==> src/rtl/loader_pkg.sv <==
`default_nettype none
// +----------------------------------------------------------------------+
// | Package     : loader_pkg                                             |
// | Description : Shared constants and state encodings for the serial    |
// |               instruction loader (instr_loader, instr_shift_in).     |
// | Revision    : 1.0 - initial release                                  |
// +----------------------------------------------------------------------+
package loader_pkg;

   // Default geometry: 9-bit core instructions, 8-entry program buffer.
   localparam int IW_DEF    = 9;
   localparam int DEPTH_DEF = 8;
   localparam int AW_DEF    = 3;

   typedef logic [1:0] state_t;

   localparam state_t C_ST_IDLE = 2'd0;
   localparam state_t C_ST_LOAD = 2'd1;
   localparam state_t C_ST_PLAY = 2'd2;
   localparam state_t C_ST_DONE = 2'd3;

endpackage : loader_pkg
`default_nettype wire

==> src/rtl/instr_shift_in.sv <==
`default_nettype none
// +----------------------------------------------------------------------+
// | Module      : instr_shift_in                                         |
// | Description : MSB-first serial-to-parallel deserialiser for one      |
// |               IW-bit instruction word, with bit counter.             |
// | Revision    : 1.0 - initial release                                  |
// +----------------------------------------------------------------------+
// | Ports                                                                |
// |   CLK, RESET      clock, async active-high reset                     |
// |   ser_din_i       serial data bit                                    |
// |   ser_valid_i     ser_din_i is sampled this cycle                    |
// |   enable_i        shifting allowed this cycle                        |
// |   clear_i         synchronous clear of shift register and counter    |
// |   word_valid_o    last bit of a word is being sampled this cycle     |
// |   word_o          completed word (valid with word_valid_o)           |
// |   partial_o       some bits of an incomplete word are held           |
// +----------------------------------------------------------------------+
module instr_shift_in
   import loader_pkg::*;
#(
   parameter int IW = IW_DEF
) (
   input  logic          CLK,
   input  logic          RESET,
   input  logic          ser_din_i,
   input  logic          ser_valid_i,
   input  logic          enable_i,
   input  logic          clear_i,
   output logic          word_valid_o,
   output logic [IW-1:0] word_o,
   output logic          partial_o
);

   localparam int BW = $clog2(IW);
   localparam logic [BW-1:0] C_LAST    = BW'(IW - 1);
   localparam logic [BW-1:0] C_BIT_ONE = BW'(1);

   logic [IW-1:0] shreg_q, shreg_d;
   logic [BW-1:0] bitcnt_q, bitcnt_d;
   logic          w_sample;

   assign w_sample = enable_i & ser_valid_i;

   always_comb begin
      shreg_d  = shreg_q;
      bitcnt_d = bitcnt_q;
      if (clear_i) begin
         shreg_d  = '0;
         bitcnt_d = '0;
      end else if (w_sample) begin
         shreg_d  = {shreg_q[IW-2:0], ser_din_i};
         bitcnt_d = (bitcnt_q == C_LAST) ? '0 : bitcnt_q + C_BIT_ONE;
      end
   end

   always_ff @(posedge CLK or posedge RESET) begin
      if (RESET) begin
         shreg_q  <= '0;
         bitcnt_q <= '0;
      end else begin
         shreg_q  <= shreg_d;
         bitcnt_q <= bitcnt_d;
      end
   end

   // The completed word includes the bit being sampled right now, so the
   // consumer can store it on the same edge the last bit arrives.
   assign word_valid_o = w_sample & (bitcnt_q == C_LAST);
   assign word_o       = {shreg_q[IW-2:0], ser_din_i};
   assign partial_o    = (bitcnt_q != '0);

endmodule : instr_shift_in
`default_nettype wire

==> src/rtl/instr_loader.sv <==
`default_nettype none
// +----------------------------------------------------------------------+
// | Module      : instr_loader                                           |
// | Description : Loads a program over a serial link into a DEPTH-entry  |
// |               buffer and replays it to the cpu core under CPU_READY  |
// |               flow control.                                          |
// | Revision    : 1.0 - initial release                                  |
// +----------------------------------------------------------------------+
// | Ports                                                                |
// |   CLK, RESET      clock, async active-high reset                     |
// |   SER_DIN         serial instruction bit, MSB first                  |
// |   SER_VALID       SER_DIN sampled when high                          |
// |   LOAD_EN         load session frame                                 |
// |   RUN             level request to replay the buffer                 |
// |   CPU_READY       core accepts a word this cycle                     |
// |   INSTRUCTION     registered word to the core                        |
// |   write_en        registered one-cycle strobe for INSTRUCTION        |
// |   COUNT           complete words in the buffer (0..DEPTH)            |
// |   BUSY            state is not IDLE                                  |
// |   ERR             sticky overflow / truncated-word flag              |
// +----------------------------------------------------------------------+
module instr_loader
   import loader_pkg::*;
#(
   parameter int IW    = IW_DEF,
   parameter int DEPTH = DEPTH_DEF,
   parameter int AW    = AW_DEF
) (
   input  logic          CLK,
   input  logic          RESET,
   input  logic          SER_DIN,
   input  logic          SER_VALID,
   input  logic          LOAD_EN,
   input  logic          RUN,
   input  logic          CPU_READY,
   output logic [IW-1:0] INSTRUCTION,
   output logic          write_en,
   output logic [AW:0]   COUNT,
   output logic          BUSY,
   output logic          ERR
);

   localparam logic [AW:0]   C_FULL    = (AW + 1)'(DEPTH);
   localparam logic [AW:0]   C_CNT_ONE = (AW + 1)'(1);
   localparam logic [AW-1:0] C_PTR_ONE = AW'(1);

   state_t        state_q, state_d;

   logic [IW-1:0] mem_q [DEPTH];

   logic [AW:0]   count_q,  count_d;
   logic [AW-1:0] wr_ptr_q, wr_ptr_d;
   // One bit wider than an address so "all COUNT words issued" is
   // distinguishable from "none issued" when the buffer is full.
   logic [AW:0]   rd_ptr_q, rd_ptr_d;
   logic          err_q,    err_d;
   logic [IW-1:0] instr_q,  instr_d;
   logic          wen_q,    wen_d;

   logic          w_shift_en;
   logic          w_shift_clr;
   logic          w_word_valid;
   logic [IW-1:0] w_word;
   logic          w_partial;
   logic          w_store;
   logic          w_issue;

   instr_shift_in #(
      .IW (IW)
   ) u_shift_in (
      .CLK          (CLK),
      .RESET        (RESET),
      .ser_din_i    (SER_DIN),
      .ser_valid_i  (SER_VALID),
      .enable_i     (w_shift_en),
      .clear_i      (w_shift_clr),
      .word_valid_o (w_word_valid),
      .word_o       (w_word),
      .partial_o    (w_partial)
   );

   // ---------------- FSM: state register ----------------
   always_ff @(posedge CLK or posedge RESET) begin
      if (RESET) begin
         state_q <= C_ST_IDLE;
      end else begin
         state_q <= state_d;
      end
   end

   // ---------------- FSM: next state ----------------
   always_comb begin
      state_d = state_q;
      case (state_q)
         C_ST_IDLE: begin
            if (LOAD_EN) begin
               state_d = C_ST_LOAD;
            end else if (RUN && (count_q != '0)) begin
               state_d = C_ST_PLAY;
            end
         end
         C_ST_LOAD: begin
            if (!LOAD_EN) begin
               state_d = C_ST_IDLE;
            end
         end
         C_ST_PLAY: begin
            // Move on the edge that issues the last word, so the first
            // DONE cycle carries that word's strobe.
            if (w_issue && ((rd_ptr_q + C_CNT_ONE) == count_q)) begin
               state_d = C_ST_DONE;
            end else if (rd_ptr_q >= count_q) begin
               state_d = C_ST_DONE;
            end
         end
         C_ST_DONE: begin
            if (!RUN) begin
               state_d = C_ST_IDLE;
            end
         end
         default: state_d = C_ST_IDLE;
      endcase
   end

   // ---------------- FSM: outputs / control ----------------
   always_comb begin
      BUSY        = (state_q != C_ST_IDLE);
      // Shifter is held clear while idle, so every load starts word-aligned
      // and any partial word from the previous session is discarded.
      w_shift_clr = (state_q == C_ST_IDLE);
      w_shift_en  = (state_q == C_ST_LOAD) && LOAD_EN;
      w_store     = w_word_valid && (count_q < C_FULL);
      w_issue     = (state_q == C_ST_PLAY) && CPU_READY && (rd_ptr_q < count_q);
   end

   // ---------------- Buffer and playback datapath ----------------
   always_comb begin
      count_d  = count_q;
      wr_ptr_d = wr_ptr_q;
      rd_ptr_d = rd_ptr_q;
      err_d    = err_q;
      instr_d  = instr_q;
      wen_d    = 1'b0;
      case (state_q)
         C_ST_IDLE: begin
            if (LOAD_EN) begin
               count_d  = '0;
               wr_ptr_d = '0;
               err_d    = 1'b0;
            end else if (RUN && (count_q != '0)) begin
               rd_ptr_d = '0;
            end
         end
         C_ST_LOAD: begin
            if (!LOAD_EN) begin
               if (w_partial) begin
                  err_d = 1'b1;
               end
            end else if (w_word_valid) begin
               if (w_store) begin
                  wr_ptr_d = wr_ptr_q + C_PTR_ONE;
                  count_d  = count_q + C_CNT_ONE;
               end else begin
                  err_d = 1'b1;
               end
            end
         end
         C_ST_PLAY: begin
            if (w_issue) begin
               instr_d  = mem_q[rd_ptr_q[AW-1:0]];
               wen_d    = 1'b1;
               rd_ptr_d = rd_ptr_q + C_CNT_ONE;
            end
         end
         default: ;
      endcase
   end

   always_ff @(posedge CLK or posedge RESET) begin
      if (RESET) begin
         count_q  <= '0;
         wr_ptr_q <= '0;
         rd_ptr_q <= '0;
         err_q    <= 1'b0;
         instr_q  <= '0;
         wen_q    <= 1'b0;
      end else begin
         count_q  <= count_d;
         wr_ptr_q <= wr_ptr_d;
         rd_ptr_q <= rd_ptr_d;
         err_q    <= err_d;
         instr_q  <= instr_d;
         wen_q    <= wen_d;
      end
   end

   // Buffer storage carries no reset; contents are only read below COUNT.
   always_ff @(posedge CLK) begin
      if (w_shift_en && w_store) begin
         mem_q[wr_ptr_q] <= w_word;
      end
   end

   assign INSTRUCTION = instr_q;
   assign write_en    = wen_q;
   assign COUNT       = count_q;
   assign ERR         = err_q;

endmodule : instr_loader
`default_nettype wire
==> config.mk <==
export PLATFORM = sky130hd
export DESIGN_NAME = instr_loader
export DESIGN_NICKNAME = d
export VERILOG_FILES = /design/src/rtl/loader_pkg.sv /design/src/rtl/instr_shift_in.sv /design/src/rtl/instr_loader.sv
export SDC_FILE = /design/constraint.sdc
export NUM_CORES = 1
export LEC_CHECK = 0
export ABC_AREA = 0
export CAP_MARGIN = 20
export CORE_MARGIN = 3
export CORE_UTILIZATION = 37
export CTS_BUF_LIST = sky130_fd_sc_hd__clkbuf_8 sky130_fd_sc_hd__clkbuf_16
export DETAILED_ROUTE_END_ITERATION = 8
export PLACE_DENSITY = 0.57
export REMOVE_ABC_BUFFERS = 1
export SKIP_LAST_GASP = 1
export SLEW_MARGIN = 40
export SYNTH_ARGS = -nofsm -noshare
export SYNTH_HDL_FRONTEND = slang
export SYNTH_SLANG_ARGS = --single-unit
==> constraint.sdc <==
create_clock -name CLK -period 2.5 [get_ports CLK]
set_clock_uncertainty 0.1 [all_clocks]
set_input_delay 0.25 -clock CLK [delete_from_list [all_inputs] [get_ports CLK]]
set_output_delay 0.25 -clock CLK [all_outputs]
set_load 0.005 [all_outputs]
==> results.cfg, run 1 <==
[setup_path]
cp_data_required_time_ns = 2.15
critical_path_arrival_ns = 1.82
cp-startpoint = state_q[0]
cp-start-kind = flip-flop
cp-endpoint = BUSY
r2r-end = rd_ptr_q[2]
critPathKind = reg -> out
regToRegSetupSlack_ns = 0.41
r2r_cells = 6
regToRegStartpoint = COUNT[1]
worstSetupEndpointType = primary output
critical_path.max_fanout = 7

[placed_design]
place.gp.congestion = 0.752
pre_cts_ws_ns = 0.224
hpwl_um = 6520
dpl_cell_area_um2 = 5130
numPortBuffers = 22

[route]
route.vias.total = 2643
routed_via_density = 5.02
dr.pass1.iters = 4
initialDrtViolationCount = 202
wl_per_cell_um = 17.9
drc = 0
wl_um = 9420
antenna_left = 0

[cts]
h-tree-depth = 3
cts_buffers = 9
clock-root-buffer = clkbuf_16
ctsHoldBuffers = 0
cts_resized = 0
cts_tree = done
path_clk_slew_ns = 0.07
cts_sinks = 108
clockBufferDepth = 2
cts_setup_buffers = 0
clk_latency_ns = 0.34

[power]
p_leak_nw = 2.04
ir_drop_v = 0.000372
pwr_density_cell_nw_per_um2 = 676

[run]
drv_cap = 0

[logic_synthesis]
synth_seq_area_share_pct = 66.4
synth_edf_count = 72
synth.distinct_cells = 49
ys.flop_type = edfxtp_1
synth_area_um2 = 4610
synth_area_per_cell_um2 = 14.8
synthTopCellsByArea = edfxtp_1 (47%), dfrtp_1 (20%), mux4_2 (8.8%)
async_reset_ff_share_pct = 33.3
yosysTopAreaCell = edfxtp_1
netlist_instances = 312
ys_ff_latch = 108
synth_warnings = 0
synth_top_area_share_pct = 46.9

[global_route]
grt_pass1_wl_um = 15100
grtUsageMet3_pct = 2.55
busiest_layer = met1
track_usage_pct = 14.2
antenna_found_initial = 0
grt_max_degree = 37
grt.met2_usage_pct = 20.7
overflow = 0
first_global_vias = 2636
grtUsageMet1_pct = 20.8

[sta]
fin_ws_ns = 0.329
whs_ns = 0.221
hold_violations = 0
report.final.slew_viol_count = 0
period_share_pct = 86.8
fin_tns_setup_ns = 0
setup_viol = 0
fmax_mhz = 461
period_needed_ns = 2.17
tightest_slew_ns = 0.480
relSlewSlack_pct = 68.0
rsz0062_at_grt = no

[floorplan]
die_w_um = 118
fp.coreArea_um2 = 12100
rows = 40
die_area_um2 = 13800
initial_core_util_pct = 38.1
ios = 23
die_y_um = 118

[layout]
layout_commonest_cell = edfxtp_1
syn_to_final_growth_pct = 18.5
fin_area_um2 = 5470
drive_gt1_share_pct = 18.4
antennaDiodeCount = 0
postLayoutCoreUtil_pct = 45.1
layout.nets = 370
most-common-layout-cells = edfxtp_1 (72), nand2_1 (52), dfrtp_1 (36)

[status]
status = finished clean

[hold_path]
hold_path.class = in -> async
-- through the flow --
| stage | power [mW] | instances |
|---|---|---|
| after floorplan | 2.07 | 297 |
| after global placement | 2.17 | 510 |
| after detailed placement | 2.17 | 510 |
| after CTS | 3.74 | 526 |
| after global routing | 3.83 | 526 |
| final | 3.70 | 526 |
-- where the power goes --
group          internal [mW]  total (mW)  switching [mW]
sequential              1.91        1.93          0.0201
combinational         0.0793       0.194           0.115
clock                  0.968        1.57           0.599
-- kinds of logic (layout without fill, tap and decap cells) --
logic type / count (synthesis) / after routing / share of synthesized area [%]
xor gates and xnor gates: 6 / 6 / 1.14
adders and majority gates: 10 / 10 / 2.71
AOI/OAI and AO/OA: 50 / 50 / 7.46
DFF: 108 / 108 / 66.4
buffers and inverters: 26 / 72 / 2.79
and+or+nand+nor: 90 / 90 / 9.77
muxes: 22 / 22 / 9.71
-- registers in the layout, summed over array words and instances, names as in the netlist --
name and flops:
mem_q 72, INSTRUCTION 9, u_shift_in.shreg_q 8, COUNT 4, rd_ptr_q 4, u_shift_in.bitcnt_q 4, wr_ptr_q 3, state_q 2
ERR 1, write_en 1
-- synthesized netlist by cell type (2+ instances only) --
master and count:
edfxtp_1 72, nand2_1 52, dfrtp_1 36, a21oi_1 23, mux4_2 18, ha_1 10, a31oi_1 9, inv_1 9
nor2_1 8, buf_2 7, nand3_1 6, nor3_1 5, clkbuf_1 4, xnor2_1 4, a22o_1 3, buf_6 3
nor2b_1 3, o22ai_1 3, a221o_1 2, mux2_2 2, mux2i_1 2, nand2b_1 2, nor4_1 2, xor2_1 2
-- per-layer routing --
metal  wire length [um]  up-vias
met2               4300       50
li1                   -     1254
met5                  0        -
met3                349       15
met4                213        0
met1               4550     1324
-- layout make-up --
| class | instances | area (um2) |
|---|---|---|
| clock buffers | 9 | 225 |
| clock inverters | 7 | 108 |
| flip-flops and latches | 108 | 3060 |
| repair buffers | 45 | 393 |
| multi-input cells | 178 | 1430 |
| fillers | 1099 | 6650 |
| inverters | 11 | 41.3 |
| well taps | 168 | 210 |
-- worst max-delay path, cell delays in order, from the launching register on --
cell and delay [ns]:
dfrtp_1 0.41, buf_4 0.18, nor2_2 0.35, inv_1 0.08, clkdlybuf4s50_1 0.46
-- how the worst min path moves through the flow --
stage / slack, ns / cells past startpoint / start / endpoint
CTS: 0.24 / 3 / RESET / INSTRUCTION[7]
global route: 0.29 / 3 / RESET / INSTRUCTION[7]
finish: 0.22 / 3 / RESET / write_en
global placement: 0.42 / 1 / u_shift_in.bitcnt_q[3] / u_shift_in.bitcnt_q[3]
floorplan: 0.23 / 1 / LOAD_EN / wr_ptr_q[0]
detailed placement: 0.42 / 1 / u_shift_in.bitcnt_q[3] / u_shift_in.bitcnt_q[3]
(Power assumes the default switching activity.)
==> run 2, diff against run 1 <==
Settings changed: ABC_AREA 0 to default.
==> results of run 2 <==
Final layout, timing and power as in run 1 (identical DEF).
==> run 3, diff against run 2 <==
Settings changed: CAP_MARGIN 20 to default, CORE_UTILIZATION 37 to 54, GPL_ROUTABILITY_DRIVEN from default to 1, PLACE_DENSITY 0.57 to 0.78.
==> run 3 against run 2 <==
Compared with the run above:
- sequential share of layout area is 2.2 points higher
- routed wire length down 6.2%
- clock power fell by 32%
- via count grew 1.9%
- sequential power hardly changed
- critical path depth unchanged
- combinational power decreased by 3%
- critical path type unchanged
- largest cell class unchanged
- largest power group unchanged
==> results.cfg, run 3 (synthesis results as in run 1) <==
[floorplan]
die_area_um2 = 9690
fp.coreArea_um2 = 8260
rows = 33
ios = 23
die_w_um = 98.4
die_y_um = 98.4
initial_core_util_pct = 55.8

[sta]
setup_viol = 0
rsz0062_at_grt = no
tightest_slew_ns = 0.461
period_needed_ns = 2.23
period_share_pct = 89.2
fmax_mhz = 448
fin_ws_ns = 0.269
relSlewSlack_pct = 69.2
whs_ns = 0.177
hold_violations = 0
report.final.slew_viol_count = 0

[global_route]
track_usage_pct = 19.7
overflow = 0
grt_pass1_wl_um = 14700
busiest_layer = met2
first_global_vias = 2747
grt.met2_usage_pct = 31.1
grtUsageMet1_pct = 28.1
grtUsageMet3_pct = 4.88
grt_max_degree = 37
antenna_found_initial = 0

[setup_path]
cp_data_required_time_ns = 2.15
critical_path.top_delay_family = buffers and inverters
worstSetupEndpointType = primary output
critical-path-max-stage-delay_ns = 0.45
cp_cell_sequence = buf_4, nor2_2, inv_1, clkdlybuf4s50_1
cp-start-kind = flip-flop
cp_num_buf_inv = 3
critPathKind = reg -> out
critical_path.max_fanout = 7
worst_path_max_delay_cell = clkdlybuf4s50_1
critical_path_arrival_ns = 1.88

[cts]
cts_resized = 0
cts_setup_buffers = 0
clockBufferDepth = 2
h-tree-depth = 3
cts_sinks = 108
path_clk_slew_ns = 0.10
clock-root-buffer = clkbuf_8
clk_latency_ns = 0.37
ctsHoldBuffers = 0
cts_buffers = 9
cts_tree = done

[placed_design]
hpwl_um = 6170
numPortBuffers = 22
place.gp.congestion = 0.873
dp_cells = 447
pre_cts_ws_ns = 0.263
dpl_cell_area_um2 = 5050

[layout]
drive_gt1_share_pct = 18.7
regMostFlops = mem_q
antennaDiodeCount = 0
layout.nets = 370
largest_reg_flops = 72
fin_area_um2 = 5260
most-common-layout-cells = edfxtp_1 (72), nand2_1 (52), dfrtp_1 (36)
layout_commonest_cell = edfxtp_1
fin_cells = 463
syn_to_final_growth_pct = 14.1

[power]
p_leak_nw = 1.97
ir_drop_v = 0.000278
pwr_density_cell_nw_per_um2 = 607
design_power_total_mw = 3.19

[status]
status = finished clean

[route]
antenna_left = 0
initialDrtViolationCount = 166
route.vias.total = 2694
wl_um = 8830
wl_per_cell_um = 19.1
dr.pass1.iters = 4
drc = 0
routed_via_density = 5.82

[run]
drv_cap = 0

[hold_path]
hold_path.class = in -> async
[run 3: changes by cell type in the layout (fill, tap and decap cells not counted), moves of 2 or more]
| cell | delta |
|---|---|
| clkbuf_16 | -9 |
| clkbuf_8 | +9 |
| bufinv_16 | -2 |
| clkinv_2 | -2 |
| inv_6 | +2 |
[run 3: worst reg2reg max path, delay by kind of cell, from the launching register on]
kind	cells	cell delay, ns
AND/OR/NAND/NOR	3	0.80
adder cells (fa/ha/maj)	1	0.17
flip-flops	1	0.42
buffers and inverters	2	0.31
[run 3: worst paths after layout]
check / start / endpoint / slack, ns / cells past startpoint
worst max-delay path: state_q[0] / BUSY / 0.27 / 4
worst min-delay path: RESET / rd_ptr_q[2] / 0.18 / 3
worst max register to register: u_shift_in.bitcnt_q[0] / mem_q[6][8] / 0.39 / 6
worst min register to register: INSTRUCTION[3] / INSTRUCTION[3] / 0.46 / 2
max in group asynchronous: RESET / INSTRUCTION[5] / 1.79 / 3
min in group CLK: RUN / state_q[1] / 0.43 / 3
[run 3: final cells by class]
| type | instances | area, um2 |
|---|---|---|
| clock buffer | 9 | 124 |
| inverter | 11 | 41.3 |
| multi-input combinational | 178 | 1430 |
| sequential | 108 | 3060 |
| timing repair buffer | 45 | 393 |
| fill | 588 | 3000 |
| tap | 105 | 131 |
| clock inverter | 7 | 83.8 |
[run 3: power by group]
group          total, mW  leakage, nW  switching, mW  internal (mW)
Combinational      0.188        0.698          0.109         0.0790
Sequential          1.93         1.17         0.0200           1.91
Clock               1.07        0.101          0.597          0.477
[run 3: metrics by stage]
stage               setup TNS [ns]  utilization, %
finish                           0            63.7
CTS                              0            63.7
global route                     0            63.7
floorplan                    -2.67               -
global placement                 0            61.2
detailed placement               0            61.2
[run 3: metal layers]
| layer | vias to the layer above | share of wire [%] |
|---|---|---|
| met1 | 1343 | 43 |
| met3 | 4 | 5.6 |
| li1 | 1263 | - |
| met2 | 84 | 50 |
| met4 | 0 | 0.88 |
| met5 | - | 0 |
==> edit 1, RTL diff (config.mk and constraints of run 1) <==
Make the reset (`RESET`) synchronous in 3 clocked blocks. Comments in the files are not updated.
--- a/src/rtl/instr_shift_in.sv
+++ b/src/rtl/instr_shift_in.sv
@@ -53,7 +53,7 @@
       end
    end
 
-   always_ff @(posedge CLK or posedge RESET) begin
+   always_ff @(posedge CLK) begin
       if (RESET) begin
          shreg_q  <= '0;
          bitcnt_q <= '0;
--- a/src/rtl/instr_loader.sv
+++ b/src/rtl/instr_loader.sv
@@ -80,7 +80,7 @@
    );
 
    // ---------------- FSM: state register ----------------
-   always_ff @(posedge CLK or posedge RESET) begin
+   always_ff @(posedge CLK) begin
       if (RESET) begin
          state_q <= C_ST_IDLE;
       end else begin
@@ -176,7 +176,7 @@
       endcase
    end
 
-   always_ff @(posedge CLK or posedge RESET) begin
+   always_ff @(posedge CLK) begin
       if (RESET) begin
          count_q  <= '0;
          wr_ptr_q <= '0;
Function: differs if RESET is asserted again (counterexample within 4 cycles, from zero or initial values and one cycle with RESET high); with RESET held inactive, the same outputs for 10 cycles.
==> edit 1 against run 1 <==
  * Setup slack improved by 9.5 ps
  * Cell area is 4.1% lower
  * Routed wire length is 0.73% lower
  * Synthesized area shrank 1.6%
  * Synthesized cell count increased by 3.8%
  * Utilization shrank 0.35 points
  * Non-clock buffer count decreased by 6
  * Maximum frequency grew 0.44%
  * Critical path depth grew 3
  * Sequential cell count unchanged
  * Critical endpoint is now mem_q[4][2]
Power is not compared: it rests on default switching activity, and its combinational part moved more than twofold at a synthesized area within 25%.
==> edit 1: results (changes against run 1) <==
[outcome] outcome completed [unchanged]
[layout] final instance count without filler cells 505 [was 526]
[drt] detail-routed net length per standard cell 18.51 µm [was 17.90 µm]
[critical_path] data arrival time of the critical path 2110 ps [was 1820 ps]
[synth] fraction of registers with async set/reset 0% [was 33.33%]
[placement] count of port buffers added during placement 22 [unchanged]
[critical_path] cell count of the worst reg-to-reg path 7 [was 6]
[critical_path] crit path from u_shift_in.bitcnt_q[0] [was state_q[0]]
[sta] Period Utilization, post-route 86.47% [was 86.85%]
[cts] maximum clock path buffer count 2 [unchanged]
[synth] part of the Yosys area used for sequential elements 63.54% [was 66.41%]
[pwr] post-layout total power 3.311 mW
[global_routing] maximum number of pins on one net before global-route repair 23 [was 37]
[critical_path] Worst R2R End mem_q[4][2] [was rd_ptr_q[2]]
[layout] ratio of cells with drive above 1 in the final layout 15.47% [was 18.44%]
[synth] most instantiated cells after synthesis edfxtp_1 (72), dfxtp_1 (36), nand2_1 (30) [was edfxtp_1 (72), nand2_1 (52), dfrtp_1 (36)]
[critical_path] cell at the slowest stage of the critical path dfxtp_1 [was clkdlybuf4s50_1]
[pwr] cell leakage power 1.723 nW
[worst_hold_path] class of the tightest hold or removal check reg2reg [was in2async]
[placement] worst slack at placement 359.4 ps [was 224.1 ps]
[sta] worst hold margin 369.2 ps [was 220.5 ps]
[critical_path] delay of the slowest cell on the worst path 350 ps [was 460 ps]
[global_routing] global-route usage over all layers 15.18% [was 14.16%]
[global_routing] vias in the first global route 2748 [was 2636]
[critical_path] top fanout value on the critical path 9 [was 7]
[critical_path] Worst path top cell family by delay simple AND/OR/NAND/NOR gates [was buffers and inverters]
[placement] total half-perimeter wirelength after legalization and detailed placement 6638 µm [was 6519 µm]
[layout] fill cell count 1048 [was 1099]
[layout] FF/Latch Area 2883 µm² [was 3063 µm²]
[sta] transition time at the pin with the least slew margin 502.8 ps [was 480.1 ps]
[global_routing] wire length of the first global-routing pass 15380 µm [was 15130 µm]
[drt] number of design-rule violations left by the first detailed-router iteration 349 [was 202]
[critical_path] Worst Setup Path Type reg2reg [was reg2out]
[placement] count of placed standard cells including taps 489 [was 510]
[critical_path] r2r setup slk 340 ps [was 410 ps]
[cts] cts bufs inserted 9 [unchanged]
[placement] final weighted congestion of routability-driven global placement 0.8048 [was 0.7523]
[synth] number of distinct standard cells referenced by the synthesized netlist 51 [was 49]
[layout] Nets 374 [was 370]
[pwr] peak ir drop on the vdd network 0.0003103 V
[synth] Avg Synthesized Cell Area 14.00 µm² [was 14.78 µm²]
[drt] average vias per placed instance 5.434 [was 5.025]
[drt] count of TritonRoute iterations in the first routing pass 4 [unchanged]
[synth] largest cells by area after synthesis edfxtp_1 (48%), dfxtp_1 (16%), mux4_2 (8.9%) [was edfxtp_1 (47%), dfrtp_1 (20%), mux4_2 (8.8%)]
[placement] Cell Area, Placed 4960 µm² [was 5134 µm²]
==> edit 1: worst min-delay path by stage <==
stage / depth (start not counted) / endpoint
finish: 1 / ERR
global route: 1 / ERR
CTS: 1 / ERR
detailed placement: 1 / ERR
global placement: 1 / ERR
floorplan: 1 / COUNT[2]
==> edit 1: cells by family after synthesis <==
kind of cell               synth area share (%)
adders and majority gates                 2.758
AOI/OAI and AO/OA                         8.798
and+or+nand+nor                           9.818
xor gates and xnor gates                 0.9652
buffers and inverters                     3.420
DFF                                       63.54
muxes                                     10.70
==> edit 1: cell type report <==
cell class	count	area share, %
clock buffers	10	4.556
clock inverters	6	0.8826
inverters	12	0.8588
multi-input cells	187	28.70
flip-flops and latches	108	54.96
well taps	143	3.411
repair buffers	39	6.632
==> edit 1: layer usage <==
layer  global-route usage (%)  share of wire (%)  vias to the layer above
li1                         -                  -                     1320
met1                    22.07                 48                     1355
met2                    22.87                 47                       58
met3                    2.487                3.0                       11
met4                    5.887                1.6                        0
met5                        0                  0                        -
==> edit 2, RTL diff (settings of run 1) <==
Made on the original files. Set the package constant `DEPTH_DEF` to 4 (it was 8).
--- a/src/rtl/loader_pkg.sv
+++ b/src/rtl/loader_pkg.sv
@@ -9,7 +9,7 @@
 
    // Default geometry: 9-bit core instructions, 8-entry program buffer.
    localparam int IW_DEF    = 9;
-   localparam int DEPTH_DEF = 8;
+   localparam int DEPTH_DEF = 4;
    localparam int AW_DEF    = 3;
 
    typedef logic [1:0] state_t;
Function: same outputs for any inputs over 10 cycles, from zero or initial values and one cycle with RESET high; that may be too few to reach the edited logic, so the function may still have changed.
==> edit 2 against run 1 <==
  * Cell area decreased by 31%
  * First-iteration DRC count decreased by 68%
  * Count of clock-buffer cells in the layout unchanged
  * Synthesized area decreased by 31%
  * Sequential cell count decreased by 37
  * Power decreased by 13%
  * Cell count decreased by 30%
  * Setup slack got worse by 150 ps
  * Routed wire length decreased by 37%
  * Largest power group unchanged
  * Highest routed layer unchanged
==> edit 2: results (changes against run 1) <==
[synth] post-synthesis share of cell area spent on full adders, half adders and majority gates 5.132% [was 2.713%]
[layout] final instance count without filler cells 367 [was 526]
[placement] count of port buffers added during placement 22 [unchanged]
[drt] detail-routed net length per standard cell 16.27 µm [was 17.90 µm]
[sta] worst hold margin 223.1 ps [was 220.5 ps]
[placement] total half-perimeter wirelength after legalization and detailed placement 3929 µm [was 6519 µm]
[placement] final weighted congestion of routability-driven global placement 0.7623 [was 0.7523]
[global_routing] wire length of the first global-routing pass 10290 µm [was 15130 µm]
[synth] part of the Yosys area used for sequential elements 61.74% [was 66.41%]
[global_routing] vias in the first global route 1964 [was 2636]
[pwr] cell leakage power 1.471 nW [was 2.037 nW]
[global_routing] maximum number of pins on one net before global-route repair 36 [was 37]
[outcome] outcome completed [unchanged]
[drt] number of design-rule violations left by the first detailed-router iteration 64 [was 202]
[pwr] Internal Power 2.315 mW [was 2.961 mW]
[synth] share of the synthesized area in compound gates (AO/OA/AOI/OAI) 6.356% [was 7.461%]
[layout] Nets 277 [was 370]
[layout] ratio of cells with drive above 1 in the final layout 22.52% [was 18.44%]
[synth] Avg Synthesized Cell Area 14.47 µm² [was 14.78 µm²]
[critical_path] cell at the slowest stage of the critical path nor2_4 [was clkdlybuf4s50_1]
[synth] number of distinct standard cells referenced by the synthesized netlist 47 [was 49]
[synth] fraction of registers with async set/reset 49.30% [was 33.33%]
[placement] count of placed standard cells including taps 351 [was 510]
[critical_path] data arrival time of the critical path 2440 ps [was 1820 ps]
[synth] xor and xnor area share after synthesis 1.382% [was 1.139%]
[pwr] peak ir drop on the vdd network 0.0003377 V [was 0.0003718 V]
[synth] largest cells by area after synthesis edfxtp_1 (34%), dfrtp_1 (28%), mux4_2 (6.4%) [was edfxtp_1 (47%), dfrtp_1 (20%), mux4_2 (8.8%)]
[synth] most instantiated cells after synthesis edfxtp_1 (36), dfrtp_1 (35), nand2_1 (27) [was edfxtp_1 (72), nand2_1 (52), dfrtp_1 (36)]
[critical_path] Worst path top cell family by delay simple AND/OR/NAND/NOR gates [was buffers and inverters]
[synth] proportion of synthesized area in mux cells 10.54% [was 9.712%]
[layout] max reg flops 36 [was 72]
[sta] transition time at the pin with the least slew margin 504.1 ps [was 480.1 ps]
[drt] average vias per placed instance 4.937 [was 5.025]
[critical_path] Worst R2R End INSTRUCTION[8] [was rd_ptr_q[2]]
==> edit 2: cell families after synthesis <==
logic type	after synthesis
flip-flops	71
AND/OR/NAND/NOR	64
AO/OA/AOI/OAI	29
multiplexers	19
buffers and inverters	18
adder cells (fa/ha/maj)	13
XOR/XNOR	5
==> edit 2: how the worst max path moves through the flow <==
stage	startpoint	cells after the start	endpoint	slack, ps
after detailed placement	COUNT[1]	6	INSTRUCTION[8]	180
after floorplan	rd_ptr_q[1]	5	INSTRUCTION[2]	360
after global placement	COUNT[1]	6	INSTRUCTION[7]	270
after global routing	COUNT[1]	6	INSTRUCTION[8]	60
after CTS	COUNT[1]	6	INSTRUCTION[8]	170
final	COUNT[1]	6	INSTRUCTION[8]	180
==> edit 2: tightest hold or removal path: stages <==
cell and delay [ps]:
clkdlybuf4s50_1 390, inv_1 50, buf_4 420
==> edit 2: layout make-up <==
class	instances	area share (%)
clock inverters	7	1.932
flip-flops and latches	71	52.10
inverters	12	1.199
multi-input cells	130	29.91
well taps	105	3.498
clock buffers	9	3.298
repair buffers	33	8.061
==> edit 2: routing by layer <==
metal / vias up / share of wire [%] / track usage, %
li1: 884 / - / -
met1: 894 / 46 / 17.61
met2: 29 / 50 / 22.67
met3: 5 / 3.0 / 5.166
met4: 0 / 1.1 / 3.782
met5: - / 0 / 0
==> edit 2: power by group through the flow <==
stage                     logic (mW)  registers, mW  clock network (mW)
final                          0.860           1.46               0.894
after global routing           0.943           1.48               0.991
after CTS                      0.881           1.47               0.930
after detailed placement       0.880           1.49                   0
after global placement         0.872           1.48                   0
after floorplan                0.475           1.51                   0
